[src/rtl/alu_operand_stage.sv]
// ID/EX pipeline register feeding the ALU: captures decoded instructions,
// resolves EX/MEM and MEM/WB forwarding, selects operands, and bubbles on load-use.

package alu_operand_stage_pkg;
  typedef enum logic [3:0] {
    addALU  = 4'd0,
    subALU  = 4'd1,
    andALU  = 4'd2,
    orALU   = 4'd3,
    xorALU  = 4'd4,
    sltALU  = 4'd5,
    sltuALU = 4'd6,
    sllALU  = 4'd7,
    srlALU  = 4'd8,
    sraALU  = 4'd9,
    luiALU  = 4'd10
  } ALU_operation_t;
endpackage

module alu_operand_stage
  import alu_operand_stage_pkg::*;
#(
  parameter int XLEN      = 32,
  parameter int REG_IDX_W = 5
) (
  input  logic                 clk,
  input  logic                 rst_n,
  // decode side
  input  logic                 in_valid,
  output logic                 in_ready,
  input  ALU_operation_t       in_operation,
  input  logic [REG_IDX_W-1:0] in_rs1_idx,
  input  logic [REG_IDX_W-1:0] in_rs2_idx,
  input  logic [XLEN-1:0]      in_rs1_data,
  input  logic [XLEN-1:0]      in_rs2_data,
  input  logic [XLEN-1:0]      in_imm,
  input  logic [XLEN-1:0]      in_pc,
  input  logic                 in_use_imm,
  input  logic                 in_use_pc,
  input  logic [REG_IDX_W-1:0] in_rd_idx,
  input  logic                 in_reg_write,
  input  logic                 flush,
  // forwarding sources
  input  logic                 exm_reg_write,
  input  logic [REG_IDX_W-1:0] exm_rd_idx,
  input  logic [XLEN-1:0]      exm_data,
  input  logic                 exm_is_load,
  input  logic                 mwb_reg_write,
  input  logic [REG_IDX_W-1:0] mwb_rd_idx,
  input  logic [XLEN-1:0]      mwb_data,
  // ALU / EX-MEM side
  output ALU_operation_t       alu_operation,
  output logic [XLEN-1:0]      alu_A,
  output logic [XLEN-1:0]      alu_B,
  output logic                 out_valid,
  input  logic                 out_ready,
  output logic [REG_IDX_W-1:0] out_rd_idx,
  output logic                 out_reg_write,
  output logic [XLEN-1:0]      out_pc
);

  // Handshake: a transfer happens on a rising edge where valid & ready are both
  // high; valid never depends on ready of the same interface, ready may depend
  // on valid. Upstream transfers when in_valid & in_ready, downstream when
  // out_valid & out_ready. flush overrides both for that edge.

  logic                 held_valid;
  ALU_operation_t       r_operation;
  logic [REG_IDX_W-1:0] r_rs1_idx;
  logic [REG_IDX_W-1:0] r_rs2_idx;
  logic [XLEN-1:0]      r_rs1_data;
  logic [XLEN-1:0]      r_rs2_data;
  logic [XLEN-1:0]      r_imm;
  logic [XLEN-1:0]      r_pc;
  logic                 r_use_imm;
  logic                 r_use_pc;
  logic [REG_IDX_W-1:0] r_rd_idx;
  logic                 r_reg_write;

  logic                 rs1_used;
  logic                 rs2_used;
  logic                 load_match;
  logic                 hazard;
  logic                 fire_in;
  logic                 fire_out;
  logic [XLEN-1:0]      fwd_rs1;
  logic [XLEN-1:0]      fwd_rs2;

  // Load-use: the EX/MEM load result is not available yet, so hold one cycle.
  always_comb begin
    rs1_used   = !r_use_pc;
    rs2_used   = !r_use_imm;
    load_match = exm_is_load && exm_reg_write && (exm_rd_idx != '0);
    hazard     = held_valid && load_match &&
                 ((rs1_used && (exm_rd_idx == r_rs1_idx)) ||
                  (rs2_used && (exm_rd_idx == r_rs2_idx)));
  end

  assign out_valid = held_valid && !hazard;
  assign in_ready  = !held_valid || (out_valid && out_ready);
  assign fire_in   = in_valid && in_ready;
  assign fire_out  = out_valid && out_ready;

  always_ff @(posedge clk or negedge rst_n) begin
    if (!rst_n) begin
      held_valid  <= 1'b0;
      r_operation <= addALU;
      r_rs1_idx   <= '0;
      r_rs2_idx   <= '0;
      r_rs1_data  <= '0;
      r_rs2_data  <= '0;
      r_imm       <= '0;
      r_pc        <= '0;
      r_use_imm   <= 1'b0;
      r_use_pc    <= 1'b0;
      r_rd_idx    <= '0;
      r_reg_write <= 1'b0;
    end else if (flush) begin
      held_valid <= 1'b0;
    end else if (fire_in) begin
      held_valid  <= 1'b1;
      r_operation <= in_operation;
      r_rs1_idx   <= in_rs1_idx;
      r_rs2_idx   <= in_rs2_idx;
      r_rs1_data  <= in_rs1_data;
      r_rs2_data  <= in_rs2_data;
      r_imm       <= in_imm;
      r_pc        <= in_pc;
      r_use_imm   <= in_use_imm;
      r_use_pc    <= in_use_pc;
      r_rd_idx    <= in_rd_idx;
      r_reg_write <= in_reg_write;
    end else if (fire_out) begin
      held_valid <= 1'b0;
    end
  end

  // Younger producer (EX/MEM) wins; x0 never forwards.
  always_comb begin
    fwd_rs1 = r_rs1_data;
    if (exm_reg_write && (exm_rd_idx == r_rs1_idx) && (r_rs1_idx != '0))
      fwd_rs1 = exm_data;
    else if (mwb_reg_write && (mwb_rd_idx == r_rs1_idx) && (r_rs1_idx != '0))
      fwd_rs1 = mwb_data;
  end

  always_comb begin
    fwd_rs2 = r_rs2_data;
    if (exm_reg_write && (exm_rd_idx == r_rs2_idx) && (r_rs2_idx != '0))
      fwd_rs2 = exm_data;
    else if (mwb_reg_write && (mwb_rd_idx == r_rs2_idx) && (r_rs2_idx != '0))
      fwd_rs2 = mwb_data;
  end

  assign alu_operation = r_operation;
  assign alu_A         = r_use_pc  ? r_pc  : fwd_rs1;
  assign alu_B         = r_use_imm ? r_imm : fwd_rs2;
  assign out_rd_idx    = r_rd_idx;
  assign out_reg_write = r_reg_write && out_valid;
  assign out_pc        = r_pc;

endmodule

[config.mk]
export PLATFORM = sky130hd
export DESIGN_NAME = alu_operand_stage
export DESIGN_NICKNAME = d
export VERILOG_FILES = /design/src/rtl/alu_operand_stage.sv
export SDC_FILE = /design/constraint.sdc
export NUM_CORES = 1
export LEC_CHECK = 0
export BUFFER_PORTS_ARGS = -buffer_cell sky130_fd_sc_hd__buf_2
export CORE_ASPECT_RATIO = 1.2
export CORE_MARGIN = 2
export CORE_UTILIZATION = 45
export CTS_CLUSTER_SIZE = 25
export DETAILED_ROUTE_END_ITERATION = 10
export GPL_ROUTABILITY_DRIVEN = 0
export MAX_ROUTING_LAYER = met4
export PLACE_DENSITY = 0.72
export RECOVER_POWER = 50
export SLEW_MARGIN = 20
export SYNTH_ARGS = -nofsm -noshare
export SYNTH_HDL_FRONTEND = slang
export SYNTH_SLANG_ARGS = --single-unit
export TNS_END_PERCENT = 50
[constraint.sdc]
create_clock -name clk -period 6.42 [get_ports clk]
set_input_delay 1.284 -clock clk [delete_from_list [all_inputs] [get_ports clk]]
set_output_delay 1.284 -clock clk [all_outputs]
set_load 0.005 [all_outputs]
Word-level counts from Yosys, hierarchy flattened:

Index checks and enable logic that the tools add are counted.
Widths: inputs -> output; s select.

* flip-flop bits (word level): 151
* input bits: 232
* word-level logic and storage cells: 55

* eq/ne operators: 4
* muxes and demuxes: 9
* bitwise operators: 1
* reduce and logical (&&, ||, !) cells: 29

Operators by type and width (count)
* $mux 32: 6
* $eq 5x5->1: 4
* $logic_and 1x1->1: 18
* $reduce_bool 5->1: 3
* $logic_not 1->1: 4
* $mux 1: 3
* $reduce_bool 3->1: 1
* $logic_or 1x1->1: 2
* $reduce_and 2->1: 1
* $not 1->1: 1

Depth between registers and ports, before layout:

Gate-level depths: netlist of run 1.

* depth after elaboration: 11
* depth in mapped cells: 8
* depth with buffers taken out: 5

Least setup slack after synthesis of run 1:

Ideal clock, no wire load.

* path type: input to output
* from: input port exm_rd_idx[2]
* to: output port alu_A[10]
* arrival: 2.796 ns
* data required time: 5.136 ns
* path slack: 2.340 ns
* stages on the path: 8
* path buffers: 3
* cell sequence: xnor2_1 > nand3_1 > or4b_1 > buf_2 > nor2b_1 > buf_6 > buf_6 > a221oi_2

* cells in the longest elaborated chain, start to end: 5

RTL lines
* start, declared: line 45 `input logic [REG_IDX_W-1:0] exm_rd_idx,`
* $eq 5x5->1: line 141 `if (exm_reg_write && (exm_rd_idx == r_rs1_idx) && (r_rs1_idx != '0))`
* $logic_and 1x1->1 (2 in a row): line 141
* $mux 32: line 141
* $mux 32: line 156 `assign alu_A = r_use_pc ? r_pc : fwd_rs1;`
* end, declared: line 53 `output logic [XLEN-1:0] alu_A,`

Every way passes these cells.

Worst setup path after layout of run 1:

* from: input port exm_rd_idx[0]
* to: register r_imm[30]

* cells in the longest elaborated chain, start to end: 10
* elaborated cells on any way between the ends: 15
* classes of those cells: 2 x eq/ne; 13 x reduce/logical

RTL lines
* $eq 5x5->1, or another cell as far along: line 95 `((rs1_used && (exm_rd_idx == r_rs1_idx)) ||`
* $logic_and 1x1->1, on equally long branches: line 95, 93, 96
* $logic_or 1x1->1 / $logic_and 1x1->1 (equally long branches): line 95, 94
* $logic_and 1x1->1 *: line 94 `hazard = held_valid && load_match &&`
* $logic_not 1->1 *: line 99 `assign out_valid = held_valid && !hazard;`
* $logic_and 1x1->1 *: line 99
* $logic_and 1x1->1 *: line 100 `assign in_ready = !held_valid || (out_valid && out_ready);`
* $logic_or 1x1->1 *: line 100
* $logic_and 1x1->1 *: line 101 `assign fire_in = in_valid && in_ready;`
* $reduce_and 2->1 (no line) *
* end signal, assigned: line 127 `r_imm <= in_imm;`
* end, declared: line 73 `logic [XLEN-1:0] r_imm;`

Mark *: on every way between the ends. The rest lies on a longest branch, timed or not.
A chain may end at the register's enable or synchronous reset.

==> results of run 1 <==
registers in the layout, summed over array words and instances (netlist names):
name / flops
r_use_pc: 1
r_rs1_idx: 5
r_reg_write: 1
r_rs1_data: 32
r_imm: 32
out_rd_idx: 5
alu_operation: 4
out_pc: 32
held_valid: 1
r_use_imm: 1
r_rs2_idx: 5
r_rs2_data: 32
synth_stat cells (2+ instances only):
cell / number
nand3_1: 80
inv_1: 48
a221oi_1: 20
or4_1: 3
nor2_1: 8
xnor2_1: 14
nor4_4: 2
nor2b_1: 3
buf_1: 4
o211ai_1: 150
o31ai_1: 17
clkbuf_1: 114
nand2_1: 74
nand2b_1: 18
a21oi_1: 17
dfrtp_1: 151
a221oi_2: 27
buf_6: 4
nor3_1: 47
or3_1: 2
nand4_1: 151
mux2i_1: 64
xor2_1: 6
a22oi_1: 150
buf_4: 3
buf_2: 35
cells by family after synthesis:
logic type	after synthesis	synth area share, %
AO/OA/AOI/OAI	388	29.1
flip-flops	151	35.3
multiplexers	64	5.99
buffers and inverters	209	8.14
AND/OR/NAND/NOR	391	19.9
XOR/XNOR	20	1.64
final timing paths:
kind | endpoint | slack, ps | cells after the start | startpoint
setup / recovery | r_imm[30] | 750 | 6 | exm_rd_idx[0]
max in group asynchronous | r_imm[28] | 2180 | 2 | rst_n
hold reg to reg | r_imm[10] | 550 | 2 | r_imm[10]
setup reg to reg | out_pc[27] | 3500 | 7 | r_rs2_idx[4]
hold / removal | r_imm[10] | 550 | 2 | r_imm[10]
min in group asynchronous | out_pc[11] | 1570 | 1 | rst_n
layer usage:
layer,global-route usage (%),up-vias
met2,51.3,827
met1,50.0,5919
met5,-,-
met3,8.78,107
met4,19.4,0
li1,-,5310
worst max-delay path, cell delays in order:
cell and delay [ps]:
clkbuf_1 110, or4_1 570, o211ai_1 350, clkbuf_1 3020, o211ai_1 280, nand3_1 230
power groups by stage:
stage | combinational (mW) | clock [mW] | sequential [mW]
2_1_floorplan | 0.668 | 0 | 1.25
3_3_place_gp | 1.08 | 0 | 1.33
3_5_place_dp | 1.10 | 0 | 1.34
4_1_cts | 1.10 | 1.12 | 1.32
5_1_grt | 1.20 | 1.16 | 1.35
6_report | 1.11 | 1.11 | 1.33
cell type report:
cell class	count	area, um^2
Fill cell	2153	10200
Inverter	48	180
Multi-Input combinational cell	863	6120
Timing Repair Buffer	364	1870
Tap cell	315	394
Clock buffer	19	433
Antenna cell	27	67.6
Clock inverter	12	199
Sequential cell	151	3790
metrics by stage:
step           cells  cell area (um^2)  power (mW)  utilization (%)  setup WS [ps]
6_report        1799             13000        3.55             56.0            753
4_1_cts         1772             13000        3.54             56.0           1220
2_1_floorplan   1223             10700        1.92                -           2340
3_5_place_dp    1741             12400        2.43             53.3           1220
5_1_grt         1797             13000        3.71             56.0            666
3_3_place_gp    1740             12400        2.41             53.2           1290
==> flow_summary.yaml, run 1 <==
clock_tree:
  cts_setup_buffers: 0
  cts_resized: 0
  cts-buffers-inserted: 17
  cts_hold_buf: 0
  cts.htree.levels: 4
  cts-root-buf: "clkbuf_16"
  clock-sinks: 151
  cts_tree: "built"
  clk_pin_slew_ps: 70
  clock_path_buffers: 2
  clk_latency_ps: 430
sta:
  setup-violations-final: 0
  slew_headroom_pct: -190
  worst_pin_slew_ps: 4360
  tns_ps: 0
  hold_ws_ps: 545
  fmax_mhz: 176
  slew_viol_final: 187
  period_minus_slack_ps: 5670
  final-hold-violation-count: 0
  post-route-period-util_pct: 88.3
  rsz0062_at_grt: "no"
  fin_skew_ps: 13.7
route:
  vias: 12200
  drt_iter0_markers: 1804
  wl_per_cell_um: 25.9
  viasPerCell: 6.76
  drtAntennaViolNets: 0
  met1_length_um: 18100
  route.met3.wl_um: 4880
  dr.pass1.iters: 8
  top_layer_used: "met4"
  met2_length_um: 21200
  totalWireLength_um: 46500
  drc: 0
min_path:
  min_path_type: "reg2reg"
synth:
  synth.area.top_cells: "dfrtp_1 35%, a22oi_1 11%, o211ai_1 11%, nand4_1 8.8%, mux2i_1 6.0%"
  yosys_warnings: 0
  synth_ff_type: "dfrtp_1"
  ys_seq_area_share_pct: 35.3
  synth_edf_count: 0
  yosys.area.top_type: "dfrtp_1"
  synthDominantCellAreaShare_pct: 35.3
  syn_inst: 1223
  synth_fp_nets: 1455
  async_flop_share_pct: 100
  synthDistinctLibCells: 37
  syn_area_per_cell_um2: 8.75
  ys_ff_latch: 151
  syn-cell-area_um2: 10700
power:
  comb_power_share_pct: 31.2
  internal_power_mw: 2.27
  leakage_nw: 5.20
  vdd_drop_max_uv: 184
  p_clk_share_pct: 31.2
  swShare_pct: 35.9
  power_density_nw_per_um2: 272
  power.switching_mw: 1.27
  seqPwrFrac_pct: 37.6
global_route:
  grt_pass1_vias: 11300
  antenna_found_initial: 25
  overflow: 0
  grt_usage_pct: 37.0
  grt_pass1_wl_um: 69200
  grt_max_degree: 90
critical_path:
  crit_arrival_ps: 6010
  cp-end-kind: "register"
  start_kind: "primary input"
  crit_type: "in2reg"
  crit_fanout: 79
  required_ps: 6760
finish:
  nets: 1677
  final_common_cell: "buf_2"
  drive_gt1_share_pct: 28.6
  layout_common_cells: "320 x buf_2, 151 x nand4_1, 151 x o211ai_1, 150 x a22oi_1, 148 x dfrtp_1"
  syn2layout_area_growth_pct: 22.0
outcome:
  violations: "max-capacitance violations, max-slew violations"
  status: "complete, but fails checks"
place:
  io_buffers: 339
  hpwl_um: 30200
job:
  max_cap_viol_count: 3
die:
  die_w_um: 145
  die_h_um: 173
  start_util_pct: 46.0
  core_um2: 23300
  io_pins: 340
  row_count: 61
  die_area_um2: 25000
No activity file was read; power rests on OpenSTA's default activity.
==> run 2: changes to the inputs <==
ABC_AREA = 1   (was unset)
PLACE_DENSITY = 0.75   (was 0.72)
==> flow_summary.yaml, run 2 <==
outcome:
  status: "complete, but fails checks"
  violations: "max-capacitance violations, max-slew violations"
synth:
  ys_seq_area_share_pct: 43.7
  yosys_warnings: 0
  yosysMostFrequentCell: "nand2_1"
  synthDominantCellAreaShare_pct: 43.7
  synth_fp_nets: 1504
  synth_ff_type: "dfrtp_1"
  ys_ff_latch: 151
  synth.area.top_cells: "dfrtp_1 44%, nand2_1 24%, nand3_1 16%, o21ai_0 3.7%, inv_1 2.3%"
  syn_inst: 1272
  syn_area_per_cell_um2: 6.79
  syn-cell-area_um2: 8640
  ys_top_cells_by_count: "561 x nand2_1, 282 x nand3_1, 151 x dfrtp_1, 64 x o21ai_0, 54 x inv_1"
  async_flop_share_pct: 100
  synth_edf_count: 0
  synthDistinctLibCells: 22
  yosys.area.top_type: "dfrtp_1"
sta:
  fmax_mhz: 216
  period_minus_slack_ps: 4640
  rsz0062_at_grt: "no"
  slew_viol_final: 252
  setup-violations-final: 0
  post-route-period-util_pct: 72.2
  worst_pin_slew_ps: 2610
  tns_ps: 0
  final-hold-violation-count: 0
  slew_headroom_pct: -73.8
  fin_skew_ps: 12.9
  final.setup.worst_slack_ps: 1780
route:
  totalWireLength_um: 31400
  drc: 0
  viasPerCell: 5.41
  dr.pass1.iters: 6
  drtAntennaViolNets: 0
  drt_iter0_markers: 902
  vias: 9891
  wl_per_cell_um: 17.2
finish:
  multi_input_area_um2: 4300
  layout_common_cells: "560 x nand2_1, 318 x buf_2, 282 x nand3_1, 151 x dfrtp_1, 64 x o21ai_0"
  final-seq-area_um2: 3780
  syn2layout_area_growth_pct: 27.1
  num-fill-cells: 1891
  drive_gt1_share_pct: 25.8
  nets: 1782
  final_common_cell: "nand2_1"
clock_tree:
  cts_resized: 0
  clk_latency_ps: 420
  cts_tree: "built"
  clock_path_buffers: 2
  cts_setup_buffers: 0
  cts-root-buf: "clkbuf_16"
  cts_hold_buf: 0
  cts.htree.levels: 4
  clk_pin_slew_ps: 60
  clock-sinks: 151
  cts-buffers-inserted: 17
critical_path:
  start_kind: "register"
  crit_fanout: 153
  slowest_stage: "inv_1"
  crit_type: "reg2out"
  cp-end-kind: "output port"
  max_stage_delay_ps: 880
  path_cells: "buf_4 > inv_1 > nand4_1 > nand2_1 > nand2_1 > nand2_1 > nand2_8 > buf_2"
  r2r-start: "r_use_pc"
  cp_common_cell: "nand2_1"
  rr_endpoint: "out_pc[16]"
  worst_r2r_path_depth: 10
  required_ps: 5140
  reg2reg_setup_slack_ps: 1830
  cp_num_buf_inv: 3
  cp_top_family: "buffers and inverters"
  crit_arrival_ps: 3350
die:
  die_h_um: 156
  core_um2: 18900
  row_count: 55
  die_area_um2: 20300
  io_pins: 340
  die_w_um: 130
  start_util_pct: 45.8
power:
  leakage_nw: 6.29
  vdd_drop_max_uv: 178
  power_density_nw_per_um2: 274
min_path:
  hold_path_depth: 2
  min_path_type: "reg2reg"
  min_from: "r_rs1_data[20]"
  min_to: "r_rs1_data[20]"
global_route:
  grt_usage_pct: 31.5
  antenna_found_initial: 8
  grt_pass1_wl_um: 48300
  grt_pass1_vias: 9450
  grt_max_degree: 154
  overflow: 0
job:
  max_cap_viol_count: 2
place:
  place_ws_ps: 1740
  hpwl_um: 20900
  io_buffers: 339
[run 2: how the worst max path moves through the flow]
stage,start,to,cells after the start
final,r_use_pc,in_ready,8
after global routing,r_use_pc,r_reg_write,10
after CTS,exm_rd_idx[2],alu_B[11],11
after detailed placement,exm_rd_idx[2],alu_B[11],11
after global placement,exm_rd_idx[2],alu_B[10],11
after floorplan,exm_rd_idx[0],alu_B[23],10
[run 2: cells by family after synthesis]
logic type | after synthesis | share of synthesized area [%]
AOI/OAI and AO/OA | 71 | 4.22
and+or+nand+nor | 895 | 44.2
buffers and inverters | 149 | 7.20
DFF | 151 | 43.7
xor gates and xnor gates | 6 | 0.608
[run 2: routing by layer]
metal,global-route usage [%],wire [um],up-vias
li1,-,-,4634
met1,38.4,12100,4659
met2,51.6,15700,510
met3,5.14,2360,88
met4,14.2,1240,0
met5,-,0,-
[run 2: power by group]
group	total, mW	leakage [nW]	switching [mW]	internal, mW
sequential	1.19	1.87	0.0974	1.09
combinational	0.806	4.14	0.496	0.310
clock	1.02	0.286	0.410	0.608
[run 2: metrics by stage]
step	std cells	instance area, um^2	utilization (%)	hold slack [ps]	total power [mW]
2_1_floorplan	1272	8640	-	436	1.62
4_1_cts	1818	11000	58.3	468	3.02
3_5_place_dp	1787	10400	55.2	453	2.00
6_report	1827	11000	58.2	465	3.01
3_3_place_gp	1787	10400	55.2	449	1.99
5_1_grt	1825	11000	58.2	483	3.18
[run 2: final cells by class]
type	instances	share of cell area, %
Timing Repair Buffer	351	16.0
Clock buffer	18	3.91
Clock inverter	13	1.42
Sequential cell	151	34.4
Multi-Input combinational cell	972	39.1
Inverter	57	1.95
Antenna cell	9	0.205
Tap cell	256	2.92
[run 2: worst reg2reg max path: cells and delay by family, from the launching register on]
family	cells	cell delay (ps)
simple gates	8	3020
flops	1	360
buf+inv	2	1160
==> run 3: changes to the inputs <==
clock period = 4.9 ns   (was 6.42 ns; I/O delays follow)
==> flow_summary.yaml, run 3 (synthesized netlist as in run 2, its figures left out) <==
die:
  die_w_um: 130
  start_util_pct: 45.8
  die_h_um: 156
  io_pins: 340
  core_um2: 18900
  row_count: 55
  die_area_um2: 20300
power:
  fin_total_pwr_mw: 3.84
  power_density_nw_per_um2: 350
  leakage_nw: 6.28
  vdd_drop_max_uv: 228
finish:
  nets: 1785
  final_common_cell: "nand2_1"
  final_cells: 1826
  layout_common_cells: "560 x nand2_1, 318 x buf_2, 282 x nand3_1, 151 x dfrtp_1, 64 x o21ai_0"
  utilization_pct: 58.1
  num-fill-cells: 1891
  drive_gt1_share_pct: 25.9
  syn2layout_area_growth_pct: 26.9
route:
  viasPerCell: 5.34
  totalWireLength_um: 30800
  wl_per_cell_um: 16.9
  drc: 0
  drtAntennaViolNets: 0
  vias: 9751
  dr.pass1.iters: 7
  drt_iter0_markers: 851
sta:
  setup-violations-final: 0
  fin_skew_ps: 11.9
  post-route-period-util_pct: 82.0
  slew_headroom_pct: -44.7
  fmax_mhz: 249
  worst_pin_slew_ps: 2170
  tns_ps: 0
  slew_viol_final: 312
  period_minus_slack_ps: 4020
  final-hold-violation-count: 0
  rsz0062_at_grt: "no"
clock_tree:
  cts-root-buf: "clkbuf_16"
  cts_setup_buffers: 0
  cts.htree.levels: 4
  cts_hold_buf: 0
  cts_resized: 0
  clk_latency_ps: 420
  clk_pin_slew_ps: 60
  clock-sinks: 151
  cts-buffers-inserted: 17
  cts_tree: "built"
  clock_path_buffers: 2
job:
  max_cap_viol_count: 3
outcome:
  status: "complete, but fails checks"
  violations: "max-capacitance violations, max-slew violations"
place:
  dp.cells: 1789
  io_buffers: 339
  hpwl_um: 20700
critical_path:
  cp-end-kind: "register"
  crit_fanout: 79
  crit_type: "reg2reg"
  required_ps: 5250
  start_kind: "register"
  crit_arrival_ps: 4370
  reg2reg_setup_slack_ps: 880
global_route:
  antenna_found_initial: 4
  grt_usage_pct: 31.4
  grt_pass1_vias: 9402
  grt_pass1_wl_um: 48200
  grt_max_degree: 151
  overflow: 0
min_path:
  min_path_type: "reg2reg"
## run 3: area by class of cell
class | count | area (um^2) | area share (%)
Antenna cell | 4 | 10.0 | 0.0913
Clock buffer | 19 | 433 | 3.95
Clock inverter | 13 | 108 | 0.982
Inverter | 57 | 214 | 1.95
Multi-Input combinational cell | 972 | 4290 | 39.1
Sequential cell | 151 | 3780 | 34.5
Tap cell | 256 | 320 | 2.92
Timing Repair Buffer | 354 | 1810 | 16.5
## run 3: routing by layer
layer  track usage (%)  routed length [um]  up-vias
met4              11.6                 847        0
met3              5.28                2310       66
met2              51.4               15300      463
met5                 -                   0        -
met1              39.1               12300     4585
li1                  -                   -     4637
## run 3: worst max-delay path, cell delays in order (launching register included)
cell	delay (ps)
dfrtp_1	340
clkinv_1	820
nand4_1	420
nand2_1	90
nand2_1	100
nand2_1	130
nand2_8	390
clkbuf_2	1220
nand3_1	210
nand2_1	140
## run 3: path summary, 6_finish.rpt
kind,to,depth (start not counted),startpoint
setup / recovery,r_rs2_data[8],9,r_use_pc
hold reg to reg,r_rs1_data[12],2,r_rs1_data[12]
max in group asynchronous,r_rs1_data[20],2,rst_n
setup reg to reg,r_rs2_data[8],9,r_use_pc
hold / removal,r_rs1_data[12],2,r_rs1_data[12]
min in group asynchronous,r_rs2_data[28],1,rst_n
## run 3: power by group
group	leakage, nW	internal [mW]	switching, mW
clock	0.270	0.696	0.537
combinational	4.14	0.411	0.645
sequential	1.87	1.43	0.125
## run 3: through the flow
| step | worst slack [ps] | hold slack [ps] | area, um^2 |
|---|---|---|---|
| floorplan | 1850 | 436 | 8640 |
| global placement | 1050 | 448 | 10400 |
| detailed placement | 1010 | 453 | 10400 |
| CTS | 1000 | 468 | 11000 |
| global route | 521 | 487 | 11000 |
| finish | 882 | 463 | 11000 |
